`config.mk`:
```
export PLATFORM = sky130hd
export DESIGN_NAME = keccak_chi_compress_flat
export DESIGN_NICKNAME = d
export VERILOG_FILES = /design/src/rtl/keccak_chi_compress_if.sv /design/src/rtl/keccak_chi_compress.sv /design/src/flat_wrapper.sv
export SDC_FILE = /design/constraint.sdc
export NUM_CORES = 1
export LEC_CHECK = 0
export BUFFER_PORTS_ARGS = -buffer_cell sky130_fd_sc_hd__buf_2
export CORE_MARGIN = 2
export CORE_UTILIZATION = 40
export DETAILED_ROUTE_END_ITERATION = 7
export GPL_TIMING_DRIVEN = 0
export HOLD_SLACK_MARGIN = 0.06
export MAX_ROUTING_LAYER = met4
export PLACE_DENSITY_LB_ADDON = 0.1
export SLEW_MARGIN = 15
export SYNTH_ARGS = -nofsm -noshare
export SYNTH_HDL_FRONTEND = slang
export SYNTH_SLANG_ARGS = --single-unit
```
`constraint.sdc`:
```
create_clock -name clk -period 1.55 [get_ports clk]
set_clock_uncertainty 0.05 [all_clocks]
set_input_delay 0.2325 -clock clk [delete_from_list [all_inputs] [get_ports clk]]
set_output_delay 0.2325 -clock clk [all_outputs]
set_load 0.03 [all_outputs]
```
`src/rtl/keccak_chi_compress_if.sv`:
```
// Handshake/data bundle between the chi S-box expansion and the compression stage.
// The master modport is the producer/consumer side; the slave modport is keccak_chi_compress.
interface keccak_chi_compress_if #(
  parameter int d = 5
);
  localparam int NE = (d + 1) * (d + 1);
  localparam int NC = d + 1;

  logic          in_valid;
  logic          in_ready;
  logic          in_last;
  logic [NE-1:0] ap_i;
  logic [NE-1:0] bp_i;
  logic [NE-1:0] cp_i;
  logic [NE-1:0] dp_i;
  logic [NE-1:0] ep_i;

  logic          out_valid;
  logic          out_ready;
  logic          out_last;
  logic [NC-1:0] a_o;
  logic [NC-1:0] b_o;
  logic [NC-1:0] c_o;
  logic [NC-1:0] d_o;
  logic [NC-1:0] e_o;

  modport master (
    output in_valid, in_last, ap_i, bp_i, cp_i, dp_i, ep_i, out_ready,
    input  in_ready, out_valid, out_last, a_o, b_o, c_o, d_o, e_o
  );

  modport slave (
    input  in_valid, in_last, ap_i, bp_i, cp_i, dp_i, ep_i, out_ready,
    output in_ready, out_valid, out_last, a_o, b_o, c_o, d_o, e_o
  );
endinterface

```
`src/rtl/keccak_chi_compress.sv`:
```
// Masked Keccak chi compression: S1 registers (d+1)^2 expanded shares per bit as a glitch
// barrier, S2 XOR-folds them to d+1 shares. Optional macro: KECCAK_CLR_AFTER_USE_EN.
module keccak_chi_compress #(
  parameter int d = 5
) (
  input  logic                 clk,
  input  logic                 rst_n,
  keccak_chi_compress_if.slave bus,
  output logic                 busy,
  output logic [15:0]          row_cnt
);
  localparam int NE = (d + 1) * (d + 1);
  localparam int NC = d + 1;

  logic          v1;
  logic          v2;
  logic [NE-1:0] s1_ap;
  logic [NE-1:0] s1_bp;
  logic [NE-1:0] s1_cp;
  logic [NE-1:0] s1_dp;
  logic [NE-1:0] s1_ep;
  logic          s1_last;
  logic [NC-1:0] s2_a;
  logic [NC-1:0] s2_b;
  logic [NC-1:0] s2_c;
  logic [NC-1:0] s2_d;
  logic [NC-1:0] s2_e;
  logic          s2_last;

  logic          s2_adv;
  logic          s1_adv;
  logic          xfer_in;
  logic          xfer_out;
  logic          s2_load;

  // Output share i of a bit is the XOR of the d+1 consecutive expanded shares i*(d+1)..i*(d+1)+d.
  function automatic logic [NC-1:0] compress(input logic [NE-1:0] x);
    logic [NC-1:0] r;
    r = '0;
    for (int i = 0; i < NC; i++) begin
      for (int j = 0; j < NC; j++) begin
        r[i] = r[i] ^ x[i*NC + j];
      end
    end
    return r;
  endfunction

  always_comb begin
    s2_adv   = !v2 || bus.out_ready;
    s1_adv   = !v1 || s2_adv;
    xfer_in  = bus.in_valid && s1_adv;
    xfer_out = v2 && bus.out_ready;
    s2_load  = s2_adv && v1;
  end

  always_ff @(posedge clk or negedge rst_n) begin
    if (!rst_n) begin
      v1 <= 1'b0;
      v2 <= 1'b0;
    end else begin
      if (s1_adv) v1 <= bus.in_valid;
      if (s2_adv) v2 <= v1;
    end
  end

  // S1 stores the expanded shares untouched; no share combining may happen before this flop.
  always_ff @(posedge clk or negedge rst_n) begin
    if (!rst_n) begin
      s1_ap   <= '0;
      s1_bp   <= '0;
      s1_cp   <= '0;
      s1_dp   <= '0;
      s1_ep   <= '0;
      s1_last <= 1'b0;
    end else if (xfer_in) begin
      s1_ap   <= bus.ap_i;
      s1_bp   <= bus.bp_i;
      s1_cp   <= bus.cp_i;
      s1_dp   <= bus.dp_i;
      s1_ep   <= bus.ep_i;
      s1_last <= bus.in_last;
    end
`ifdef KECCAK_CLR_AFTER_USE_EN
    else if (s2_load) begin
      s1_ap   <= '0;
      s1_bp   <= '0;
      s1_cp   <= '0;
      s1_dp   <= '0;
      s1_ep   <= '0;
      s1_last <= 1'b0;
    end
`endif
  end

  always_ff @(posedge clk or negedge rst_n) begin
    if (!rst_n) begin
      s2_a    <= '0;
      s2_b    <= '0;
      s2_c    <= '0;
      s2_d    <= '0;
      s2_e    <= '0;
      s2_last <= 1'b0;
    end else if (s2_load) begin
      s2_a    <= compress(s1_ap);
      s2_b    <= compress(s1_bp);
      s2_c    <= compress(s1_cp);
      s2_d    <= compress(s1_dp);
      s2_e    <= compress(s1_ep);
      s2_last <= s1_last;
    end
`ifdef KECCAK_CLR_AFTER_USE_EN
    else if (xfer_out) begin
      s2_a    <= '0;
      s2_b    <= '0;
      s2_c    <= '0;
      s2_d    <= '0;
      s2_e    <= '0;
      s2_last <= 1'b0;
    end
`endif
  end

  always_ff @(posedge clk or negedge rst_n) begin
    if (!rst_n) begin
      row_cnt <= 16'd0;
    end else if (xfer_out) begin
      row_cnt <= row_cnt + 16'd1;
    end
  end

  assign bus.in_ready  = s1_adv;
  assign bus.out_valid = v2;
  assign bus.out_last  = s2_last;
  assign bus.a_o       = s2_a;
  assign bus.b_o       = s2_b;
  assign bus.c_o       = s2_c;
  assign bus.d_o       = s2_d;
  assign bus.e_o       = s2_e;
  assign busy          = v1 || v2;
endmodule

```
`src/flat_wrapper.sv`:
```
// flat-port wrapper written by rule: the top's interface ports become plain ports
module keccak_chi_compress_flat 
#(
  parameter int d = 5
)
  (clk, rst_n, busy, row_cnt, bus_in_valid, bus_in_last, bus_ap_i, bus_bp_i, bus_cp_i, bus_dp_i, bus_ep_i, bus_out_ready, bus_in_ready, bus_out_valid, bus_out_last, bus_a_o, bus_b_o, bus_c_o, bus_d_o, bus_e_o);
  keccak_chi_compress_if #(.d(d)) bus_i ();
  input  logic clk;
  input  logic rst_n;
  output logic busy;
  output logic [15:0] row_cnt;
  input wire logic [$bits(bus_i.in_valid)-1:0] bus_in_valid;
  input wire logic [$bits(bus_i.in_last)-1:0] bus_in_last;
  input wire logic [$bits(bus_i.ap_i)-1:0] bus_ap_i;
  input wire logic [$bits(bus_i.bp_i)-1:0] bus_bp_i;
  input wire logic [$bits(bus_i.cp_i)-1:0] bus_cp_i;
  input wire logic [$bits(bus_i.dp_i)-1:0] bus_dp_i;
  input wire logic [$bits(bus_i.ep_i)-1:0] bus_ep_i;
  input wire logic [$bits(bus_i.out_ready)-1:0] bus_out_ready;
  output wire logic [$bits(bus_i.in_ready)-1:0] bus_in_ready;
  output wire logic [$bits(bus_i.out_valid)-1:0] bus_out_valid;
  output wire logic [$bits(bus_i.out_last)-1:0] bus_out_last;
  output wire logic [$bits(bus_i.a_o)-1:0] bus_a_o;
  output wire logic [$bits(bus_i.b_o)-1:0] bus_b_o;
  output wire logic [$bits(bus_i.c_o)-1:0] bus_c_o;
  output wire logic [$bits(bus_i.d_o)-1:0] bus_d_o;
  output wire logic [$bits(bus_i.e_o)-1:0] bus_e_o;
  assign bus_i.in_valid = bus_in_valid;
  assign bus_i.in_last = bus_in_last;
  assign bus_i.ap_i = bus_ap_i;
  assign bus_i.bp_i = bus_bp_i;
  assign bus_i.cp_i = bus_cp_i;
  assign bus_i.dp_i = bus_dp_i;
  assign bus_i.ep_i = bus_ep_i;
  assign bus_i.out_ready = bus_out_ready;
  assign bus_in_ready = bus_i.in_ready;
  assign bus_out_valid = bus_i.out_valid;
  assign bus_out_last = bus_i.out_last;
  assign bus_a_o = bus_i.a_o;
  assign bus_b_o = bus_i.b_o;
  assign bus_c_o = bus_i.c_o;
  assign bus_d_o = bus_i.d_o;
  assign bus_e_o = bus_i.e_o;
  keccak_chi_compress #(.d(d)) u_core (.clk(clk), .rst_n(rst_n), .bus(bus_i), .busy(busy), .row_cnt(row_cnt));
endmodule
```
==> metrics, run 1 <==
Seq cells post-synth=230; Post-DRT Antenna Nets=0; core area=around 25000 um2; routed len/inst=roughly 16 um; sequential area share after synthesis=a little under three fifths; max-slew violations=0; total global routing overflow=0; io pins=235; Worst setup SP type=register; crit path kind=register to output port; Critical Path RT=between 1 and 1.5 ns; CTS buffer count=26; DR iter-0 viols=about 180; first-pass GRT wire length=between 30 and 40 mm; Pleak=roughly 7 nW; vias in the first global route=~7400; Final Power=just over 20 mW; GRT Util Overall=17.8%; Longest Clk Path Bufs=3; pin count of the biggest net entering global routing=slightly below 100; final hold vios=0; Min Clock Period, post-route=between 1.5 and 2 ns; Place WS=-0.115 ns; Worst-path clk slew=approximately 0.06 ns; fin cells=roughly 1500; synthesized cell area=slightly above 10000 um2; Die X=between 150 and 200 um; cells after synthesis=approximately 700; Initial Utilization=40.8%; Tcrit/Tclk final=105%; CTS Sinks=between 200 and 250; crit path DAT=approximately 1.4 ns; Rel. slew slack=65.4%; via count=approximately 6800; Yosys Warn Count=0; Mapped Nets=approximately 880; Finish-stage setup viols=between 50 and 60; # DRC=0; Max Fclk=a little over 0.6 GHz; HPWL Detailed=about 15 mm; Slowest-stage cell, CP=dfrtp_2; Layout area overhead=48.2%; Worst-Margin Slew=0.519 ns; critical path buffer and inverter count=1; die area=27000 um2; Placed Instances=1263; Die Y=between 150 and 200 um; Netlist cell types=26; Cell Rows=58; Setup crit end kind=output port; cell family with most CP delay=flip-flops; layout cell share with drive strength beyond 1=43.9%; Setup WS post-layout=-0.0797 ns; max cap viols=0; CP peak stage delay=approximately 0.45 ns; initial antenna violation count=1; PD cells=approximately 1300 nW/um2; final wirelength=24.0 mm; First-pass DRT Iterations=4; Clk Latency, worst-skew pair=between 0.5 and 0.6 ns; Syn Area/Cell=between 10 and 15 um2; RSZ-0062 raised after global routing=true; TritonCTS clock tree=yes; nets=~1400; peak supply drop=0.844 mV; fill cell count=between 2000 and 2500; status=complete, but fails checks; failing checks=negative setup slack; Root Driver=clkbuf_16; Vias/cell=~4.5; number of I/O port buffers=about 230; GP Congestion=around 0.72; cells along the critical path=or2_4 > buf_6; worst min-delay path class=primary input to async pin; CP Max Fanout=6; htree depth=1
## through the flow
step	setup TNS (ns)	cell area, um2	hold slack, ns	util, %
4_1_cts	-2.09	15000	0.0908	59.3
3_5_place_dp	-14.11	12000	0.107	47.4
5_1_grt	-4.88	15300	0.163	60.5
3_3_place_gp	-967.47	11900	0.408	47.1
6_report	-0.836	15300	0.146	60.5
2_1_floorplan	-3.70	10300	-0.113	-
## registers in the layout, indices dropped and copies added, names as in the netlist, 16 cells and up
signal,count
u_core.s1_cp,36
u_core.s1_dp,36
u_core.row_cnt,16
u_core.s1_ep,36
u_core.s1_bp,36
u_core.s1_ap,36
## per-layer routing
| metal | vias to the layer above | global-route usage [%] | routed length [um] |
|---|---|---|---|
| met5 | - | - | 0 |
| met4 | 0 | 4.58 | 527 |
| met3 | 35 | 3.49 | 1170 |
| met2 | 158 | 28.5 | 11600 |
| met1 | 3317 | 23.4 | 10700 |
| li1 | 3294 | - | - |
## cell usage after synthesis
cell | instances | area (um2)
nand4_1 | 2 | 12.5
nand3b_4 | 1 | 20.0
dfrtp_1 | 230 | 5760
mux2_4 | 90 | 1350
nor4_2 | 2 | 25.0
o21ai_0 | 30 | 150
nand2b_1 | 2 | 12.5
buf_2 | 12 | 60.1
clkbuf_2 | 3 | 15.0
nand2_1 | 36 | 135
xor2_1 | 6 | 52.6
buf_8 | 9 | 135
or2_2 | 1 | 6.26
nor4_1 | 1 | 6.26
xnor2_1 | 159 | 1390
inv_1 | 3 | 11.3
nand3_1 | 5 | 25.0
nor2_1 | 4 | 15.0
nor3_2 | 1 | 10.0
or2_1 | 1 | 6.26
ha_1 | 1 | 12.5
mux2_2 | 93 | 1050
nand2_4 | 1 | 11.3
or2b_1 | 1 | 7.51
buf_6 | 1 | 11.3
and3_1 | 2 | 12.5
## kinds of logic (layout without fill, tap and decap cells)
family | count (synthesis) | count (layout) | synth area share (%)
AOI/OAI and AO/OA | 30 | 30 | 1.46
buffers and inverters | 28 | 515 | 2.26
other | 0 | 1 | 0
and+or+nand+nor | 60 | 61 | 2.96
DFF | 230 | 230 | 55.9
adders and majority gates | 1 | 1 | 0.121
muxes | 183 | 183 | 23.3
xor gates and xnor gates | 165 | 165 | 14.0
## cell type report
class | count | area (um2) | share of cell area, %
diodes | 1 | 2.50 | 0.0164
plain buffers | 24 | 377 | 2.47
clock buffers | 38 | 757 | 4.96
clock inverters | 9 | 97.6 | 0.639
inverters | 3 | 11.3 | 0.0738
multi-input cells | 440 | 4370 | 28.7
flip-flops and latches | 230 | 5760 | 37.8
well taps | 330 | 413 | 2.70
repair buffers | 441 | 3470 | 22.7
## where the power goes
part,switching (mW),internal [mW],total (mW)
clock network,2.44,3.70,6.15
registers,0.786,7.20,7.99
logic,2.95,3.28,6.23
## worst paths after layout
check	from	endpoint	slack, ns	cells after the start
hold / removal	rst_n	u_core.s1_ap[9]$_DFFE_PN0P_	0.15	2
setup reg to reg	u_core.bus.out_valid$_DFFE_PN0P_	u_core.bus.out_last$_DFFE_PN0P_	-0.04	5
setup / recovery	u_core.bus.out_valid$_DFFE_PN0P_	busy	-0.08	2
hold reg to reg	u_core.row_cnt[15]$_DFFE_PN0P_	u_core.row_cnt[15]$_DFFE_PN0P_	0.41	1
max in group asynchronous	rst_n	u_core.s1_dp[14]$_DFFE_PN0P_	0.45	3
min in group clk	bus_out_ready	u_core.row_cnt[2]$_DFFE_PN0P_	0.16	3
## cells in the final DEF, fill, tap and decap left out, types with 2 or more instances in the layout
cell	instances
buf_2	231
dfrtp_1	223
dlygate4sd3_1	185
xnor2_1	159
mux2_2	93
mux2_4	90
clkbuf_16	35
nand2_1	34
o21ai_1	16
o21ai_0	14
buf_6	13
buf_12	12
buf_8	7
clkbuf_1	7
dfrtp_2	7
xor2_1	6
clkinv_2	6
nand3_1	5
buf_4	5
nor2_1	4
clkbuf_8	4
buf_16	4
inv_1	3
nand2_8	2
nand4_1	2
nor4_4	2
and3_1	2
nand2b_1	2
bufinv_16	2
## what timing repair did
| item | in CTS | in global routing |
|---|---|---|
| hold endpoints to repair | 415 | 0 |
| hold buffers | 185 | 0 |
| resized for setup | 38 | 45 |
| gates cloned | 3 | 9 |
| pin swaps | 2 | 2 |
| setup endpoints to repair | 212 | 219 |
| setup buffers | 8 | 3 |
(Power assumes the default switching activity.)
==> run 2, diff against run 1 <==
--- a/config.mk
+++ b/config.mk
@@ -6,6 +6,8 @@
 export NUM_CORES = 1
 export LEC_CHECK = 0
 export BUFFER_PORTS_ARGS = -buffer_cell sky130_fd_sc_hd__buf_2
+export CELL_PAD_IN_SITES_DETAIL_PLACEMENT = 0
+export CELL_PAD_IN_SITES_GLOBAL_PLACEMENT = 1
 export CORE_MARGIN = 2
 export CORE_UTILIZATION = 40
 export DETAILED_ROUTE_END_ITERATION = 7
==> run 2 against run 1 <==
Compared with the run above: highest routed layer unchanged; total power grew 0.53%; critical endpoint unchanged; largest cell class unchanged; critical path type unchanged; via count grew 0.84%; largest power group unchanged; core utilization grew 1.7 points; design area grew 2.8%; register-to-register slack gained 0.04 ns; worst hold slack lost 0.083 ns; combinational power grew 4.2%; sequential share of layout area shrank 1.0 points; the flow still finishes with violations (negative setup slack).
==> metrics, run 2 (synthesis results as in run 1) <==
crit path kind=register to output port; via count=6861 (+0.84%); nets=1357 (+0.37%); Finish-stage setup viols=7 (-87%); RSZ-0062 raised after global routing=true; vias in the first global route=7239 (-1.8%); max cap viols=0 (unchanged); io pins=235 (unchanged); htree depth=1 (unchanged); First-pass DRT Iterations=4 (unchanged); total global routing overflow=0 (unchanged); Min Clock Period, post-route=1.63 ns (+0.00265 ns); Setup WS post-layout=-0.0824 ns (-0.00265 ns); r2r worst-path depth=5 (unchanged); Die Y=164 um (unchanged); layout cell share with drive strength beyond 1=44.0% (+0.14 points); core area=25300 um2 (unchanged); first-pass GRT wire length=37.2 mm (-0.19%); Finished Core Util=62.1% (+1.7 points); Pleak=7.44 nW (+6.1%); TritonCTS clock tree=yes; pin count of the biggest net entering global routing=94 (-4.1%); Fin Setup TNS=-0.101 ns (+0.735 ns); Post-DRT Antenna Nets=0 (unchanged); Vias/cell=4.52 (+0.70%); max-slew violations=0 (unchanged); GRT Util Overall=17.9% (+0.050 points); routed len/inst=16.6 um (+4.8%); DR iter-0 viols=234 (+27%); Initial Utilization=40.8% (unchanged); most common cell after layout, fill and taps aside=buf_2; Final Power=20.5 mW (+0.53%); final wirelength=25.2 mm (+4.9%); failing checks=negative setup slack; Die X=164 um (unchanged); Place WS=-0.116 ns (-0.00111 ns); CTS Sinks=230 (unchanged); final hold vios=0 (unchanged); Root Driver=clkbuf_16; Worst setup SP type=register; fin cells=1518 (+0.13%); design area=15700 um2 (+2.8%); peak supply drop=0.753 mV (-11%); Hold Crit Depth=3; Worst-Margin Slew=0.519 ns (+0.000215 ns); Worst-path clk slew=0.06 ns (about the same); # DRC=0 (unchanged); Layout area overhead=52.3%; Critical Path RT=1.27 ns (about the same); Rel. slew slack=65.4% (about the same); crit path DAT=1.35 ns (about the same); Placed Instances=1263 (unchanged); most frequent cells in the layout=buf_2, dfrtp_1, dlygate4sd3_1, mux2_4, xnor2_1; PD cells=1310 nW/um2 (-2.2%); Ant. Diodes=0 (-1); placed inst area=12000 um2 (unchanged); GP Congestion=0.728 (+1.4%); Max Fclk=0.613 GHz (-0.16%); Tcrit/Tclk final=105% (+0.17 points); worst min-delay path class=primary input to register; Hold Slack=0.0633 ns (-0.0829 ns); Longest Clk Path Bufs=3 (unchanged); CTS buffer count=26 (unchanged); Cell Rows=58 (unchanged); HPWL Detailed=15.0 mm (+0.30%); Clk Latency, worst-skew pair=0.53 ns (about the same); Worst R2R Setup Slack=0 ns (+0.04 ns); CP Max Fanout=3 (-3); Setup crit end kind=output port; initial antenna violation count=0 (-1); fill cell count=2002 (-1.6%); number of I/O port buffers=234 (unchanged); die area=27000 um2 (unchanged); status=complete, but fails checks
==> run 2: area by class of cell <==
type                    count  area [um2]  area share [%]
plain buffers              25         413            2.63
clock inverters             5        50.0           0.319
well taps                 330         413            2.63
repair buffers            446        3610            23.0
clock buffers              40         774            4.94
flip-flops and latches    230        5760            36.7
inverters                   3        11.3          0.0718
multi-input cells         439        4660            29.7
==> run 2: worst max-delay path: stages (launching register included) <==
cell	delay (ns)
dfrtp_1	0.43
or2_4	0.27
buf_6	0.14
==> run 2: power breakdown <==
group | switching (mW) | leakage (nW) | total (mW) | internal [mW]
sequential | 0.805 | 2.71 | 8.01 | 7.20
clock | 2.40 | 0.408 | 5.97 | 3.57
combinational | 2.99 | 4.32 | 6.49 | 3.50
total | 6.20 | 7.44 | 20.5 | 14.3
==> run 2: final timing paths <==
kind / from / endpoint
max: u_core.v1$_DFFE_PN0P_ / busy
min: bus_out_ready / u_core.row_cnt[2]$_DFFE_PN0P_
max reg2reg: u_core.v1$_DFFE_PN0P_ / u_core.s1_ap[18]$_DFFE_PN0P_
min reg2reg: u_core.row_cnt[15]$_DFFE_PN0P_ / u_core.row_cnt[15]$_DFFE_PN0P_
max in group asynchronous: rst_n / u_core.bus.out_valid$_DFFE_PN0P_
min in group asynchronous: rst_n / u_core.s1_ap[10]$_DFFE_PN0P_
==> run 2: timing repair <==
action	CTS	global route
pin swaps	1	5
hold buffers	185	0
setup endpoints to repair	212	189
cloned	2	14
buffers inserted	5	4
resized for setup	21	127
endpoints found under the hold margin	243	0
==> run 2: layer usage <==
layer | track usage, % | vias up | part of all wire [%] | wire length (um)
met1 | 23.7 | 3351 | 46 | 11500
met4 | 4.62 | 0 | 2.2 | 550
met2 | 28.2 | 165 | 47 | 11800
met5 | - | - | 0 | 0
li1 | - | 3301 | - | -
met3 | 3.67 | 44 | 5.0 | 1270
